### src/rtl/ts_pkg.sv
// Shared transport-stream constants and sync-lock state encoding.
// Imported by the sync-lock front end and the ts2asi-side blocks.
package ts_pkg;

  localparam logic [7:0] TS_SYNC_BYTE   = 8'h47;
  localparam int         TS_PACKET_SIZE = 188;

  localparam logic [1:0] ST_HUNT   = 2'd0;
  localparam logic [1:0] ST_VERIFY = 2'd1;
  localparam logic [1:0] ST_LOCKED = 2'd2;

endpackage

### src/rtl/ts_sync_lock.sv
// TS packet sync acquisition: hunts for 0x47, verifies a packet
// period later, then forwards locked bytes one cycle after input.
module ts_sync_lock
  import ts_pkg::*;
#(
  parameter int DATA_WIDTH   = 8,
  parameter int PACKET_SIZE  = TS_PACKET_SIZE,
  parameter int LOCK_COUNT   = 3,
  parameter int UNLOCK_COUNT = 3
) (
  input  logic                  clk,
  input  logic                  rst_n,
  input  logic                  valid,
  input  logic [DATA_WIDTH-1:0] din_8b,
  output logic                  ts_valid,
  output logic                  ts_sync,
  output logic [DATA_WIDTH-1:0] ts_data,
  output logic                  locked,
  output logic                  lock_lost,
  output logic [15:0]           sync_err_cnt
);

  localparam int PW = (PACKET_SIZE > 1) ? $clog2(PACKET_SIZE) : 1;
  localparam int GW = $clog2(LOCK_COUNT + 1);
  localparam int MW = $clog2(UNLOCK_COUNT + 1);

  localparam logic [PW-1:0] POS_LAST = PW'(PACKET_SIZE - 1);
  localparam logic [GW-1:0] GOOD_MAX = GW'(LOCK_COUNT);
  localparam logic [MW-1:0] MISS_MAX = MW'(UNLOCK_COUNT);
  localparam logic [DATA_WIDTH-1:0] SYNC = DATA_WIDTH'(TS_SYNC_BYTE);

  logic [1:0]    state, state_n;
  logic [PW-1:0] pos, pos_n, pos_inc;
  logic [GW-1:0] good, good_n, good_inc;
  logic [MW-1:0] miss, miss_n, miss_inc;
  logic          at_sync, is_sync;
  logic          err_inc, lost_n, fwd;

  // Next-state decision for the byte presented this cycle.
  always_comb begin
    pos_inc  = (pos == POS_LAST) ? '0 : pos + 1'b1;
    good_inc = good + 1'b1;
    miss_inc = miss + 1'b1;
    at_sync  = (pos == '0);
    is_sync  = (din_8b == SYNC);
    state_n  = state;
    pos_n    = pos;
    good_n   = good;
    miss_n   = miss;
    err_inc  = 1'b0;
    lost_n   = 1'b0;
    if (valid) begin
      unique case (state)
        ST_HUNT: begin
          if (is_sync) begin
            pos_n  = pos_inc;
            good_n = GW'(1);
            if (LOCK_COUNT == 1) begin
              state_n = ST_LOCKED;
              miss_n  = '0;
            end else begin
              state_n = ST_VERIFY;
            end
          end
        end
        ST_VERIFY: begin
          if (at_sync && !is_sync) begin
            state_n = ST_HUNT;
            pos_n   = '0;
            good_n  = '0;
          end else begin
            pos_n = pos_inc;
            if (at_sync) begin
              good_n = good_inc;
              if (good_inc == GOOD_MAX) begin
                state_n = ST_LOCKED;
                miss_n  = '0;
              end
            end
          end
        end
        ST_LOCKED: begin
          pos_n = pos_inc;
          if (at_sync) begin
            if (is_sync) begin
              miss_n = '0;
            end else begin
              miss_n  = miss_inc;
              err_inc = 1'b1;
              if (miss_inc == MISS_MAX) begin
                state_n = ST_HUNT;
                pos_n   = '0;
                good_n  = '0;
                lost_n  = 1'b1;
              end
            end
          end
        end
        default: begin
          state_n = ST_HUNT;
          pos_n   = '0;
          good_n  = '0;
          miss_n  = '0;
        end
      endcase
    end
    fwd = valid && (state_n == ST_LOCKED);
  end

  // State, counters and the single output register stage.
  always_ff @(posedge clk) begin
    if (!rst_n) begin
      state        <= ST_HUNT;
      pos          <= '0;
      good         <= '0;
      miss         <= '0;
      ts_valid     <= 1'b0;
      ts_sync      <= 1'b0;
      ts_data      <= '0;
      locked       <= 1'b0;
      lock_lost    <= 1'b0;
      sync_err_cnt <= '0;
    end else begin
      state     <= state_n;
      pos       <= pos_n;
      good      <= good_n;
      miss      <= miss_n;
      ts_valid  <= fwd;
      ts_sync   <= fwd && at_sync;
      locked    <= (state_n == ST_LOCKED);
      lock_lost <= lost_n;
      if (fwd)
        ts_data <= din_8b;
      if (err_inc && (sync_err_cnt != 16'hFFFF))
        sync_err_cnt <= sync_err_cnt + 16'd1;
    end
  end

endmodule

### config.mk
export PLATFORM = sky130hd
export DESIGN_NAME = ts_sync_lock
export DESIGN_NICKNAME = d
export VERILOG_FILES = /design/src/rtl/ts_pkg.sv /design/src/rtl/ts_sync_lock.sv
export SDC_FILE = /design/constraint.sdc
export NUM_CORES = 1
export LEC_CHECK = 0
export BUFFER_PORTS_ARGS = -buffer_cell sky130_fd_sc_hd__buf_2
export CAP_MARGIN = 0
export CORE_MARGIN = 1
export CORE_UTILIZATION = 57
export CTS_BUF_LIST = sky130_fd_sc_hd__clkbuf_4 sky130_fd_sc_hd__clkbuf_8
export DETAILED_ROUTE_END_ITERATION = 12
export GPL_TIMING_DRIVEN = 0
export HOLD_SLACK_MARGIN = 0.06
export PLACE_DENSITY = 0.81
export SKIP_LAST_GASP = 1
export SLEW_MARGIN = 15
export SYNTH_ARGS = -nofsm -noshare
export SYNTH_HDL_FRONTEND = slang
export SYNTH_SLANG_ARGS = --single-unit
### constraint.sdc
create_clock -name clk -period 3 [get_ports clk]
set_clock_uncertainty 0.15 [all_clocks]
set_input_delay 0.75 -clock clk [delete_from_list [all_inputs] [get_ports clk]]
set_output_delay 0.75 -clock clk [all_outputs]
set_load 0.1 [all_outputs]
======== After elaboration in Yosys (flattened, before gate mapping) ========
Index checks and enable logic that the tools add are counted.
storage, ports and cells
  register bits ........................... 42
  bits in latches ......................... 0
  bits in writable memories ............... 0
  ROM bits ................................ 0
  output and inout port bits .............. 28
  word-level logic and storage cells ...... 80
  memories ................................ 0
cells by class
  $add $sub $neg .......................... 4
  $mul .................................... 0
  div/mod/pow operators ................... 0
  magnitude comparators ................... 0
  equal/unequal tests ..................... 16
  shifts and indexed selects .............. 0
  muxes and demuxes ....................... 34
  bitwise logic cells ..................... 5
  reductions and logical operators ........ 11
operator list
  cell                                           number
  two-way mux 8 bit                              6
  two-way mux 2 bit                              19
  one-hot mux 8 bit (3 select lines)             1
  one-hot mux 2 bit (3 select lines)             3
  adder 16 x 1 -> 16 bit, second input constant  1
  inequality test 16 bit, second input constant  1
  inequality test 2 bit, second input constant   7
  AND reduction 6 bit                            2
  adder 8 x 1 -> 8 bit, second input constant    1
  == test 2 bit, second input constant           4
  == test 8 x 7 -> 1 bit, second input constant  1
  == test 8 bit, second input constant           1
  zero test 8 bit                                1
  two-way mux 1 bit                              5
  NOT 1 bit                                      5
  OR reduction 5 bit                             1
  adder 2 x 1 -> 2 bit, second input constant    2
  logical AND 1 bit                              4
  inequality test 3 bit, second input constant   1
  == test 2 x 1 -> 1 bit, second input constant  1
  zero test 2 bit                                1
  AND reduction 2 bit                            1
  zero test 1 bit                                1

======== Longest topological paths before layout ========
  depth after elaboration ................. 10
  gate-level depth with buffers ........... 8

======== Worst setup path before layout ========
OpenSTA, ideal clock, no wires.
  kind .................................... flip-flop to flip-flop
  from .................................... register sync_err_cnt[0]
  to ...................................... register sync_err_cnt[10]
  library setup time ...................... 0.071 ns
  data arrival time ....................... 2.726 ns
  setup slack ............................. 0.054 ns
  stages on the path, launching flop included .. 7
  buffers on the path ..................... 0
  period minus slack after synthesis ...... 2.946 ns
  cell sequence ........................... dfxtp_1 ha_1 nand2_1 or2_2 or4_4 or3_1 a21oi_1
on the way
  word-level cells in the longest chain between the ends .. 2
  elaborated cells on any way between the ends .. 3
  those cells by class .................... 1 x add/sub; 1 x eq/ne; 1 x reduce/logical
ends and longest elaborated chain
  item                                                                            RTL line             source
  start, declared                                                                 ts_sync_lock.sv:20   output logic [15:0] sync_err_cnt
  start signal, assigned                                                          ts_sync_lock.sv:135  sync_err_cnt <= sync_err_cnt + 16'd1;
  parallel branches: the longest is 2 deep, another holds adder 16 x 1 -> 16 bit  --
Several ways; the timed one is not identified.
A chain may end at the register's enable or synchronous reset.

======== Worst setup path after layout ========
  from .................................... input port din_8b[7]
  to ...................................... register good[0]
on the way
  word-level cells in the longest chain between the ends .. 5
  elaborated cells on any way between the ends .. 9
  those cells by class .................... 4 x eq/ne; 2 x mux; 3 x reduce/logical
ends and longest elaborated chain
  item                                                                                               RTL line             source
  start, declared                                                                                    ts_sync_lock.sv:14   input logic [DATA_WIDTH-1:0] din_8b,
  == test 8 x 7 -> 1 bit (*)                                                                         ts_sync_lock.sv:45   is_sync = (din_8b == SYNC);
  zero test 1 bit                                                                                    ts_sync_lock.sv:67   if (at_sync && !is_sync) begin
  logical AND 1 bit                                                                                  ts_sync_lock.sv:67
  inequality test 3 bit (no source line) / two-way mux 2 bit (equally long branches)                 --
  AND reduction 6 bit (no source line) / one-hot mux 2 bit (3 select lines) (equally long branches)  --
  end signal, assigned                                                                               ts_sync_lock.sv:126  good <= good_n;
  end, declared                                                                                      ts_sync_lock.sv:34   logic [GW-1:0] good, good_n, good_inc;
Mark *: on every way between the ends. The rest lies on a longest branch, timed or not.

==> results.sh <==
export IMPL_drc_errors=0
export IMPL_synthFlopType="dfxtp_1"
export IMPL_cap_violations=0
export IMPL_grt_overflow=0
export IMPL_leakagePower_uw=0.0009853
export IMPL_hold_buffers=0
export IMPL_synth_top_family_by_area="simple AND/OR/NAND/NOR gates"
export IMPL_postSynthRegisterBits=42
export IMPL_required_ns=3.09
export IMPL_cts_clk_slew_worst_paths_ns=0.08
export IMPL_period_minus_slack_ns=2.660
export IMPL_drt_total_wl_um=4827
export IMPL_synth_edf_count=0
export IMPL_die_w_um=63.86
export IMPL_hold_class="reg2reg"
export IMPL_synth_common_cells="42 x dfxtp_1, 25 x nand2_1, 21 x nand3_1, 19 x nor2_1, 16 x o21ai_0"
export IMPL_post_cts_resized=0
export IMPL_clock_path_buffers=2
export IMPL_grt_pass1_vias=1871
export IMPL_netlist_top_cells_area="dfxtp_1 39%, nand3_1 4.8%, nand2_1 4.3%, o21ai_0 3.7%, nor2_1 3.3%"
export IMPL_powerDensity_nw_per_um2=428.5
export IMPL_yosysTopAreaCell="dfxtp_1"
export IMPL_ant_nets=0
export IMPL_clkPwrFrac_pct=35.2
export IMPL_yosysMostFrequentCell="dfxtp_1"
export IMPL_cp_start_kind="primary input"
export IMPL_synth_xor_area_share_pct=2.811
export IMPL_track_usage_pct=25.70
export IMPL_report_final_hold_viol_count=0
export IMPL_crit_fanout=9
export IMPL_grt_antenna_before_repair=0
export IMPL_peakVddDrop_v=0.0003325
export IMPL_floorplan_initialDensity_pct=59.57
export IMPL_cts_setup_buffers=0
export IMPL_cts_tree="yes"
export IMPL_final_util_pct=68.87
export IMPL_drtIter0Drc=135
export IMPL_numPlacedInstances=344
export IMPL_max_slew_margin_pct=38.79
export IMPL_power_switching_share_pct=26.72
export IMPL_synth_area_um2=2181
export IMPL_clock_sinks=42
export IMPL_antenna_cells=0
export IMPL_die_y_um=63.86
export IMPL_syn_num_nets=275
export IMPL_timing_final_crit_share_pct=88.67
export IMPL_grt_max_degree=13
export IMPL_p_comb_share_pct=12.1
export IMPL_cts_root_buffer="clkbuf_8"
export IMPL_crit_type="in2reg"
export IMPL_finalNonFillerCells=352
export IMPL_yosysUniqueCellTypes=55
export IMPL_htree_num_levels=2
export IMPL_synth_simple_area_share_pct=31.96
export IMPL_fmax_mhz=375.9
export IMPL_finalSetupTns_ns=0
export IMPL_place_congestion=0.9078
export IMPL_clock_latency_ns=0.29
export IMPL_worstMarginPinSlew_ns=0.9098
export IMPL_muxShareOfSynthArea_pct=2.352
export IMPL_pwr_share_seq_pct=52.8
export IMPL_ys_warn_count=0
export IMPL_p_switching_uw=288.6
export IMPL_io_pins=39
export IMPL_via_per_inst=5.818
export IMPL_synth_compound_area_share_pct=17.73
export IMPL_wl_per_cell_um=13.71
export IMPL_grt_pass1_wl_um=8307
export IMPL_drive_above_1_share_pct=21.38
export IMPL_status="completed"
export IMPL_cp_data_arrival_time_ns=2.75
export IMPL_dpl_hpwl_um=3555
export IMPL_vias=2048
export IMPL_synth_top_area_share_pct=38.55
export IMPL_core_area_um2=3661
export IMPL_drtPass1Iterations=4
export IMPL_p_total_uw=1080
export IMPL_io_buffers=37
export IMPL_slew_violations=0
export IMPL_async_flop_share_pct=0
export IMPL_ys_seq_area_share_pct=38.55
export IMPL_die_area_um2=4077
export IMPL_finalSetupViolCount=0
export IMPL_syn_to_final_growth_pct=15.61
export IMPL_crit_path_end_kind="flip-flop"
export IMPL_cts_made_buffers=5
export IMPL_syn_inst=259
export IMPL_rows=22
export IMPL_p_int_uw=791.6
export IMPL_synth_fa_ha_area_share_pct=2.869
export IMPL_final_nets=319
export IMPL_grt_setup_unrepaired="false"
export IMPL_avgSynthCellArea_um2=8.420
final timing paths:
check                                start          to  slack, ns  cells after the start
worst min-delay path            ts_data[0]  ts_data[0]       0.32                      2
worst max register to register      pos[0]      pos[1]       0.55                      7
worst max-delay path             din_8b[7]     good[0]       0.34                      7
worst min register to register  ts_data[0]  ts_data[0]       0.32                      2
cell type report:
class	instances	area, µm²
clock inverter	1	5.005
multi-input combinational	198	1259
tap	48	60.06
fill	326	1140
sequential	42	840.8
buffer	10	47.55
clock buffer	7	90.09
inverter	9	33.78
timing repair buffer	37	185.2
metrics by stage:
stage                     area, µm²  setup WS (ns)  hold slack [ns]
after detailed placement       2426        0.08438           0.2983
after global placement         2426         0.1431           0.2958
final                          2521         0.3398           0.3161
after global routing           2521         0.1349           0.3327
after floorplan                2181        0.05375           0.2922
after CTS                      2521         0.3859           0.3154
state kept, by name (all words and copies together), names as in the netlist:
name / cells
ts_sync: 1
ts_valid: 1
miss: 2
sync_err_cnt: 16
locked: 1
state: 2
good: 2
pos: 8
ts_data: 8
lock_lost: 1
critical path: stages:
cell     delay (ns)
buf_2          0.10
or4b_1         0.52
buf_2          0.20
o21ai_0        0.43
nor3_1         0.09
o31ai_1        0.41
o221a_2        0.25
cell families (layout without fill, tap and decap cells):
group,count (synthesis),count (layout)
AO/OA/AOI/OAI,58,58
XOR/XNOR,7,7
adder cells (fa/ha/maj),5,5
buffers and inverters,19,64
flip-flops,42,42
multiplexers,5,5
AND/OR/NAND/NOR,123,123
layout by cell type (no fill, tap or decap), drive strengths merged, types with 2 or more instances in the layout:
cell type | Yosys | final
mux2i | 4 | 4
xor2 | 5 | 5
nor2b | 2 | 2
nor3 | 7 | 7
o21ai | 20 | 20
ha | 5 | 5
o31ai | 4 | 4
nand3 | 23 | 23
nand2b | 6 | 6
buf | 2 | 39
nand2 | 25 | 25
inv | 9 | 9
dfxtp | 42 | 42
nor2 | 19 | 19
o2111ai | 2 | 2
and2 | 6 | 6
o41ai | 3 | 3
or2 | 3 | 3
or4b | 2 | 2
xnor2 | 2 | 2
nor4 | 8 | 8
o311ai | 4 | 4
clkbuf | 8 | 15
or3 | 9 | 9
a21oi | 13 | 13
nand4 | 5 | 5
and3 | 3 | 3
a211oi | 2 | 2
a41oi | 2 | 2
power groups by stage:
stage | logic, µW | registers [µW] | clock network, µW
after floorplan | 56.8 | 627 | 0
after global placement | 129 | 583 | 0
after detailed placement | 130 | 583 | 0
after CTS | 131 | 570 | 390
after global routing | 142 | 571 | 406
final | 130 | 570 | 380
routing by layer:
| metal | up-vias | GRT usage, % | part of all wire, % |
|---|---|---|---|
| li1 | 1048 | - | - |
| met1 | 941 | 34.00 | 48 |
| met2 | 52 | 41.49 | 46 |
| met3 | 7 | 5.179 | 4.6 |
| met4 | 0 | 8.807 | 1.5 |
| met5 | - | 0 | 0 |
Power figures use the tool's default switching activity.
